## config.mk

```make
export PLATFORM = sky130hd
export DESIGN_NAME = alu_result_buffer_flat
export DESIGN_NICKNAME = d
export VERILOG_FILES = /design/src/rtl/alu_result_buffer_if.sv /design/src/rtl/alu_result_buffer.sv /design/src/flat_wrapper.sv
export SDC_FILE = /design/constraint.sdc
export NUM_CORES = 1
export LEC_CHECK = 0
export CAP_MARGIN = 20
export CORE_ASPECT_RATIO = 1.75
export CORE_MARGIN = 2
export CORE_UTILIZATION = 45
export DETAILED_ROUTE_END_ITERATION = 8
export GPL_ROUTABILITY_DRIVEN = 0
export GPL_TIMING_DRIVEN = 0
export PLACE_DENSITY_LB_ADDON = 0.08
export SYNTH_ARGS = -nofsm -noshare
export SYNTH_HDL_FRONTEND = slang
export SYNTH_SLANG_ARGS = --single-unit
```

## constraint.sdc

```tcl
create_clock -name clk -period 3 [get_ports clk]
set_input_delay 0.3 -clock clk [delete_from_list [all_inputs] [get_ports clk]]
set_output_delay 0.3 -clock clk [all_outputs]
set_load 0.05 [all_outputs]
```

## src/rtl/alu_result_buffer_if.sv

```systemverilog
// ALU result buffer handshake bundle.
// Upstream capture side plus downstream write-back side.
interface alu_result_buffer_if #(
   parameter int DATA_WIDTH = 32
);
   logic                  in_valid;
   logic                  in_ready;
   logic [DATA_WIDTH-1:0] in_result;
   logic                  in_zero;
   logic                  in_carry;
   logic                  in_overflow;
   logic [2:0]            in_aluop;
   logic [4:0]            in_rd;

   logic                  out_valid;
   logic                  out_ready;
   logic [DATA_WIDTH-1:0] out_result;
   logic                  out_zero;
   logic                  out_carry;
   logic                  out_overflow;
   logic [4:0]            out_rd;
   logic                  out_wen;
   logic                  out_illegal;

   // ALU producer and write-back consumer
   modport master (
      output in_valid, in_result, in_zero, in_carry,
      output in_overflow, in_aluop, in_rd,
      input  in_ready,
      input  out_valid, out_result, out_zero, out_carry,
      input  out_overflow, out_rd, out_wen, out_illegal,
      output out_ready
   );

   // the buffer itself
   modport slave (
      input  in_valid, in_result, in_zero, in_carry,
      input  in_overflow, in_aluop, in_rd,
      output in_ready,
      output out_valid, out_result, out_zero, out_carry,
      output out_overflow, out_rd, out_wen, out_illegal,
      input  out_ready
   );
endinterface

```

## src/rtl/alu_result_buffer.sv

```systemverilog
// 2-entry skid FIFO between the ALU and write-back.
// Masks flags per op, flags illegal ops, keeps debug state.
module alu_result_buffer #(
   parameter int DATA_WIDTH = 32,
   parameter int CNT_WIDTH  = 16
) (
   input  logic                 clk,
   input  logic                 rst,
   alu_result_buffer_if.slave   bus,
   input  logic                 sticky_clr,
   output logic                 sticky_ovf,
   output logic [CNT_WIDTH-1:0] op_count
);

   typedef struct packed {
      logic [DATA_WIDTH-1:0] result;
      logic                  zero;
      logic                  carry;
      logic                  overflow;
      logic                  illegal;
      logic [4:0]            rd;
   } entry_t;

   entry_t     mem [2];
   entry_t     cap;
   entry_t     head_e;
   logic       head;
   logic       tail;
   logic [1:0] count;
   logic       push;
   logic       pop;
   logic       legal;
   logic       arith;

   assign bus.in_ready  = !rst && (count != 2'd2);
   assign bus.out_valid = (count != 2'd0);
   assign push = bus.in_valid && bus.in_ready;
   assign pop  = bus.out_valid && bus.out_ready;

   // decode the op and build the masked entry to capture
   always_comb begin
      legal = 1'b0;
      arith = 1'b0;
      unique case (bus.in_aluop)
         3'b000, 3'b001,
         3'b111:         legal = 1'b1;
         3'b010, 3'b110: begin
            legal = 1'b1;
            arith = 1'b1;
         end
         default:        legal = 1'b0;
      endcase
      cap          = '0;
      cap.rd       = bus.in_rd;
      cap.illegal  = !legal;
      if (legal) begin
         cap.result   = bus.in_result;
         cap.zero     = bus.in_zero;
         cap.carry    = arith && bus.in_carry;
         cap.overflow = arith && bus.in_overflow;
      end
   end

   // storage, pointers and occupancy
   always_ff @(posedge clk) begin
      if (rst) begin
         mem[0] <= '0;
         mem[1] <= '0;
         head   <= 1'b0;
         tail   <= 1'b0;
         count  <= 2'd0;
      end else begin
         if (push) begin
            mem[tail] <= cap;
            tail      <= ~tail;
         end
         if (pop) head <= ~head;
         unique case ({push, pop})
            2'b10:   count <= count + 2'd1;
            2'b01:   count <= count - 2'd1;
            default: count <= count;
         endcase
      end
   end

   // sticky overflow: a set beats a same-edge clear
   always_ff @(posedge clk) begin
      if (rst)
         sticky_ovf <= 1'b0;
      else if (push && cap.overflow)
         sticky_ovf <= 1'b1;
      else if (sticky_clr)
         sticky_ovf <= 1'b0;
   end

   // retired-op counter, wraps naturally
   always_ff @(posedge clk) begin
      if (rst)
         op_count <= '0;
      else if (pop)
         op_count <= op_count + 1'b1;
   end

   // head view, zeroed whenever the buffer is empty
   always_comb begin
      head_e = '0;
      if (bus.out_valid) head_e = mem[head];
   end

   assign bus.out_result   = head_e.result;
   assign bus.out_zero     = head_e.zero;
   assign bus.out_carry    = head_e.carry;
   assign bus.out_overflow = head_e.overflow;
   assign bus.out_rd       = head_e.rd;
   assign bus.out_illegal  = head_e.illegal;
   assign bus.out_wen      = bus.out_valid
                           && (head_e.rd != 5'd0)
                           && !head_e.illegal;

endmodule

```

## src/flat_wrapper.sv

```systemverilog
// flat-port wrapper written by rule: the top's interface ports become plain ports
module alu_result_buffer_flat 
#(
   parameter int DATA_WIDTH = 32,
   parameter int CNT_WIDTH  = 16
)
  (clk, rst, sticky_clr, sticky_ovf, op_count, bus_in_valid, bus_in_result, bus_in_zero, bus_in_carry, bus_in_overflow, bus_in_aluop, bus_in_rd, bus_in_ready, bus_out_valid, bus_out_result, bus_out_zero, bus_out_carry, bus_out_overflow, bus_out_rd, bus_out_wen, bus_out_illegal, bus_out_ready);
  alu_result_buffer_if #(.DATA_WIDTH(DATA_WIDTH)) bus_i ();
  input  logic clk;
  input  logic rst;
  input  logic sticky_clr;
  output logic sticky_ovf;
  output logic [CNT_WIDTH-1:0] op_count;
  input wire logic [$bits(bus_i.in_valid)-1:0] bus_in_valid;
  input wire logic [$bits(bus_i.in_result)-1:0] bus_in_result;
  input wire logic [$bits(bus_i.in_zero)-1:0] bus_in_zero;
  input wire logic [$bits(bus_i.in_carry)-1:0] bus_in_carry;
  input wire logic [$bits(bus_i.in_overflow)-1:0] bus_in_overflow;
  input wire logic [$bits(bus_i.in_aluop)-1:0] bus_in_aluop;
  input wire logic [$bits(bus_i.in_rd)-1:0] bus_in_rd;
  output wire logic [$bits(bus_i.in_ready)-1:0] bus_in_ready;
  output wire logic [$bits(bus_i.out_valid)-1:0] bus_out_valid;
  output wire logic [$bits(bus_i.out_result)-1:0] bus_out_result;
  output wire logic [$bits(bus_i.out_zero)-1:0] bus_out_zero;
  output wire logic [$bits(bus_i.out_carry)-1:0] bus_out_carry;
  output wire logic [$bits(bus_i.out_overflow)-1:0] bus_out_overflow;
  output wire logic [$bits(bus_i.out_rd)-1:0] bus_out_rd;
  output wire logic [$bits(bus_i.out_wen)-1:0] bus_out_wen;
  output wire logic [$bits(bus_i.out_illegal)-1:0] bus_out_illegal;
  input wire logic [$bits(bus_i.out_ready)-1:0] bus_out_ready;
  assign bus_i.in_valid = bus_in_valid;
  assign bus_i.in_result = bus_in_result;
  assign bus_i.in_zero = bus_in_zero;
  assign bus_i.in_carry = bus_in_carry;
  assign bus_i.in_overflow = bus_in_overflow;
  assign bus_i.in_aluop = bus_in_aluop;
  assign bus_i.in_rd = bus_in_rd;
  assign bus_in_ready = bus_i.in_ready;
  assign bus_out_valid = bus_i.out_valid;
  assign bus_out_result = bus_i.out_result;
  assign bus_out_zero = bus_i.out_zero;
  assign bus_out_carry = bus_i.out_carry;
  assign bus_out_overflow = bus_i.out_overflow;
  assign bus_out_rd = bus_i.out_rd;
  assign bus_out_wen = bus_i.out_wen;
  assign bus_out_illegal = bus_i.out_illegal;
  assign bus_i.out_ready = bus_out_ready;
  alu_result_buffer #(.DATA_WIDTH(DATA_WIDTH), .CNT_WIDTH(CNT_WIDTH)) u_core (.clk(clk), .rst(rst), .bus(bus_i), .sticky_clr(sticky_clr), .sticky_ovf(sticky_ovf), .op_count(op_count));
endmodule
```

After elaboration in Yosys (flattened, before gate mapping)
Memories as Yosys holds them, arrays and structs flattened. A register that Yosys moved wholly into a read port is not among the register bits.
Cells that the tools add are included.
- flip-flop bits (word level): 21
- bits in writable memories: 82
- input port bits: 48
- output and inout port bits: 61
- logic and storage cells: 54
- memories kept: 1
- memories (name ; depth ; bits a word ; rd ports ; clocked after Yosys merged registers in ; wr ports ; line ; text):
    u_core.mem ; 2 ; 41 ; 1 ; 1 ; 2 ; alu_result_buffer.sv:24 ; entry_t mem [2];
- $add $sub $neg: 3
- equal/unequal tests: 7
- mux-type cells: 17
- bitwise gates (word level): 2
- reductions and logical operators: 19
- operators by type and width (operator ; number):
    41-bit 2-to-1 mux ; 2
    41-bit OR reduction ; 1
    35-bit 2-to-1 mux ; 1
    16-bit by 1-bit adder with 16-bit output, second input constant ; 1
    1-bit 2-to-1 mux ; 13
    1-bit logical AND ; 8
    3-bit equality test, second input constant ; 2
    2-bit nonzero test ; 3
    5-bit nonzero test ; 1
    5-bit OR reduction ; 1
    2-bit case mux with 2 select lines ; 1
    3-bit by 1-bit equality test with 1-bit output, second input constant ; 1
    3-bit by 2-bit equality test with 1-bit output, second input constant ; 1
    1-bit zero test ; 3
    3-bit zero test ; 1
    2-bit by 1-bit adder with 2-bit output, second input constant ; 1
    2-bit by 1-bit equality test with 1-bit output, second input constant ; 1
    2-bit equality test, second input constant ; 1
    2-bit != test, second input constant ; 1
    1-bit inverter ; 2
    2-bit OR reduction ; 1
    2-bit by 1-bit subtractor with 2-bit output, second input constant ; 1

Logic depth before layout (Yosys ltp)
- depth after elaboration: 8
- gate-level depth with buffers: 9

Worst setup path before layout
No wires, ideal clock.
- path kind: flip-flop to output port
- from: register (tool-made name)
- to: output bus_out_wen
- arrival time: 1909 ps
- required time: 2700 ps
- setup slack: 791 ps
- stages on the path, launching flop included: 5
- cells stage by stage: dfxtp_1 > clkbuf_1 > buf_1 > mux2i_1 > a21oi_1
- RTL lines (item ; line ; text):
    to (decl) ; flat_wrapper.sv:28 ; output wire logic [$bits(bus_i.out_wen)-1:0] bus_out_wen;

==> results.yml <==
global_route:
  grt_use_total_pct: 19.2
  antenna_found_initial: 0
  gr-total-overflow: 0
  grt_start_max_net_pins: 32
  grt_pass1_vias: 3378
  grt_pass1_wl_um: 16300
cells_and_area:
  fin_area_um2: 6220
  post-route-util_pct: 61.2
  syn2layout_area_growth_pct: 33.2
  drive_above_1_share_pct: 4.81
  final_nets: 565
  n_fill_cell: 868
  final_cells: 647
  antenna_cells: 0
floorplanning:
  rows: 49
  fp.dieH_um: 139
  die_area_um2: 11300
  die_w_um: 81.0
  initial_core_util_pct: 45.9
  ios: 109
  coreArea_um2: 10200
worst_hold_path:
  min_path_type: "reg -> reg"
synth:
  synth_area_um2: 4670
  synth_area_per_cell_um2: 11.9
  synth-seq-area-share_pct: 62.1
  synth-edff-count: 82
  syn_nets: 444
  synthArstFlopShare_pct: 0
  yosys_warnings: 0
  synthFlopType: "edfxtp_1"
  syn_inst: 394
  ys_seq_elements: 104
  ys_types: 34
setup_path:
  slowest_delay_ns: 0.70
  critical_path_class: "reg -> out"
  path_delay_family: "buffers and inverters"
  cp.arrival_ns: 2.55
  cp_max_fo: 7
  slowest_stage: "clkdlybuf4s50_1"
  start_kind: "flop"
  worstPathCellList: "clkbuf_1 -> or4b_2 -> o22ai_1 -> a21oi_1 -> clkdlybuf4s50_1"
  cp_data_required_time_ns: 2.70
  cp_num_buf_inv: 2
  crit_path_end_kind: "primary output"
sta:
  finalSetupTns_ns: 0
  slew_headroom_pct: 58.1
  setup_viol: 0
  drv_slew: 0
  skew_ns: 0.00665
  clock.fmax_ghz: 0.351
  fin_crit_sh_pct: 95.0
  min_period_ns: 2.85
  hold_viol: 0
  rsz0062_at_grt: "false"
  worst_pin_slew_ns: 0.623
cts:
  htree_num_levels: 3
  ctsResizeCount: 4
  clkTransAtPathRegs_ns: 0.07
  cts_tree: "done"
  clockBufferDepth: 2
  numCtsBuffers: 9
  clock_latency_ns: 0.34
  post_cts_buffers: 0
  cts_sinks: 104
  cts_hold_buf: 0
  cts_root_buf: "clkbuf_16"
pwr:
  power.density_nw_per_um2: 755
  power_mw: 4.70
  ir_worst_vdd_mv: 0.378
  cellLeakagePower_nw: 2.20
placed_design:
  port_buffers: 108
  place_area_um2: 5960
  hpwlAfterDp_um: 7280
  dpl.cell_count: 631
job:
  maxCapViolCount: 0
detailed_routing:
  via_count: 3237
  wirelength_um: 10200
  drtPass1Iterations: 5
  drc_errors: 0
  via_per_inst: 5.00
  drtAntennaViolNets: 0
  routedWlPerCell_um: 15.7
  drtIter0Drc: 123
status:
  status: "completed"
[through the flow]
stage | hold slack, ns | worst slack, ns
floorplan | 0.369 | 0.791
global placement | 0.467 | -0.354
detailed placement | 0.487 | 0.244
CTS | 0.497 | 0.115
global route | 0.521 | 0.00507
finish | 0.494 | 0.150
[registers in the layout, indices dropped and copies added (netlist names), named ones only]
name,cells
u_core.count,2
u_core.mem,82
u_core.tail,1
u_core.sticky_ovf,1
u_core.op_count,16
u_core.head,1
[routing by layer]
metal  up-vias  share of wire [%]  GRT usage, %  wire [um]
met1      1549                 37          19.8       3810
met3        11                5.4          5.14        547
met5         -                  0             0          0
li1       1607                  -             -          -
met2        70                 56          36.1       5700
met4         0                1.2          5.89        127
[cell usage in the layout (no fill, tap or decap), types with 3 or more instances in the layout]
cell	instances
a21oi_1	9
and2_1	76
buf_2	4
clkbuf_1	16
clkbuf_16	9
clkdlybuf4s50_1	108
dfxtp_1	22
edfxtp_1	82
inv_1	7
mux2i_1	42
nand2_1	14
nand3_1	7
nor2_1	66
nor3_1	3
o21ai_0	6
or3_1	4
xnor2_1	6
xor2_1	7
[synth_stat cells, types with 7 or more instances]
library cell	count	area, um2
edfxtp_1	82	2460
and2_1	76	475
nor2_1	66	248
mux2i_1	42	420
dfxtp_1	22	440
nand2_1	16	60.1
clkbuf_1	13	48.8
a21oi_1	9	45.0
inv_1	7	26.3
nand3_1	7	35.0
xor2_1	7	61.3
[power by group]
part	leakage [nW]	internal (mW)	switching, mW
Combinational	1.04	0.636	1.27
Clock	0.120	0.560	0.492
Sequential	1.04	1.69	0.0497
[cells by family after synthesis]
group | synth area share [%]
flip-flops | 62.1
XOR/XNOR | 2.44
AO/OA/AOI/OAI | 3.29
buffers and inverters | 2.09
AND/OR/NAND/NOR | 20.3
multiplexers | 9.23
adder cells (fa/ha/maj) | 0.535
[area by class of cell]
cell class / instances / area [um2] / share of cell area (%)
Inverter: 7 / 26.3 / 0.422
Tap cell: 127 / 159 / 2.55
Clock inverter: 4 / 23.8 / 0.382
Timing Repair Buffer: 110 / 1120 / 18.0
Sequential cell: 104 / 2900 / 46.6
Clock buffer: 12 / 236 / 3.80
Multi-Input combinational cell: 265 / 1680 / 27.0
Buffer: 18 / 76.3 / 1.23
[worst min-delay path, cell delays in order (launching register included)]
cell	delay (ns)
dfxtp_1	0.32
a2bb2oi_1	0.06
nor2_1	0.07
[path summary, 6_finish.rpt]
path                             startpoint                        endpoint  slack (ns)  depth (start not counted)
max reg2reg    u_core.count[0]$_SDFFE_PP0P_    u_core.count[1]$_SDFFE_PP0P_        0.75                          8
min reg2reg  u_core.sticky_ovf$_SDFFE_PP0P_  u_core.sticky_ovf$_SDFFE_PP0P_        0.49                          2
min          u_core.sticky_ovf$_SDFFE_PP0P_  u_core.sticky_ovf$_SDFFE_PP0P_        0.49                          2
max                                    flop                     bus_out_wen        0.15                          5
(Power assumes the default switching activity.)
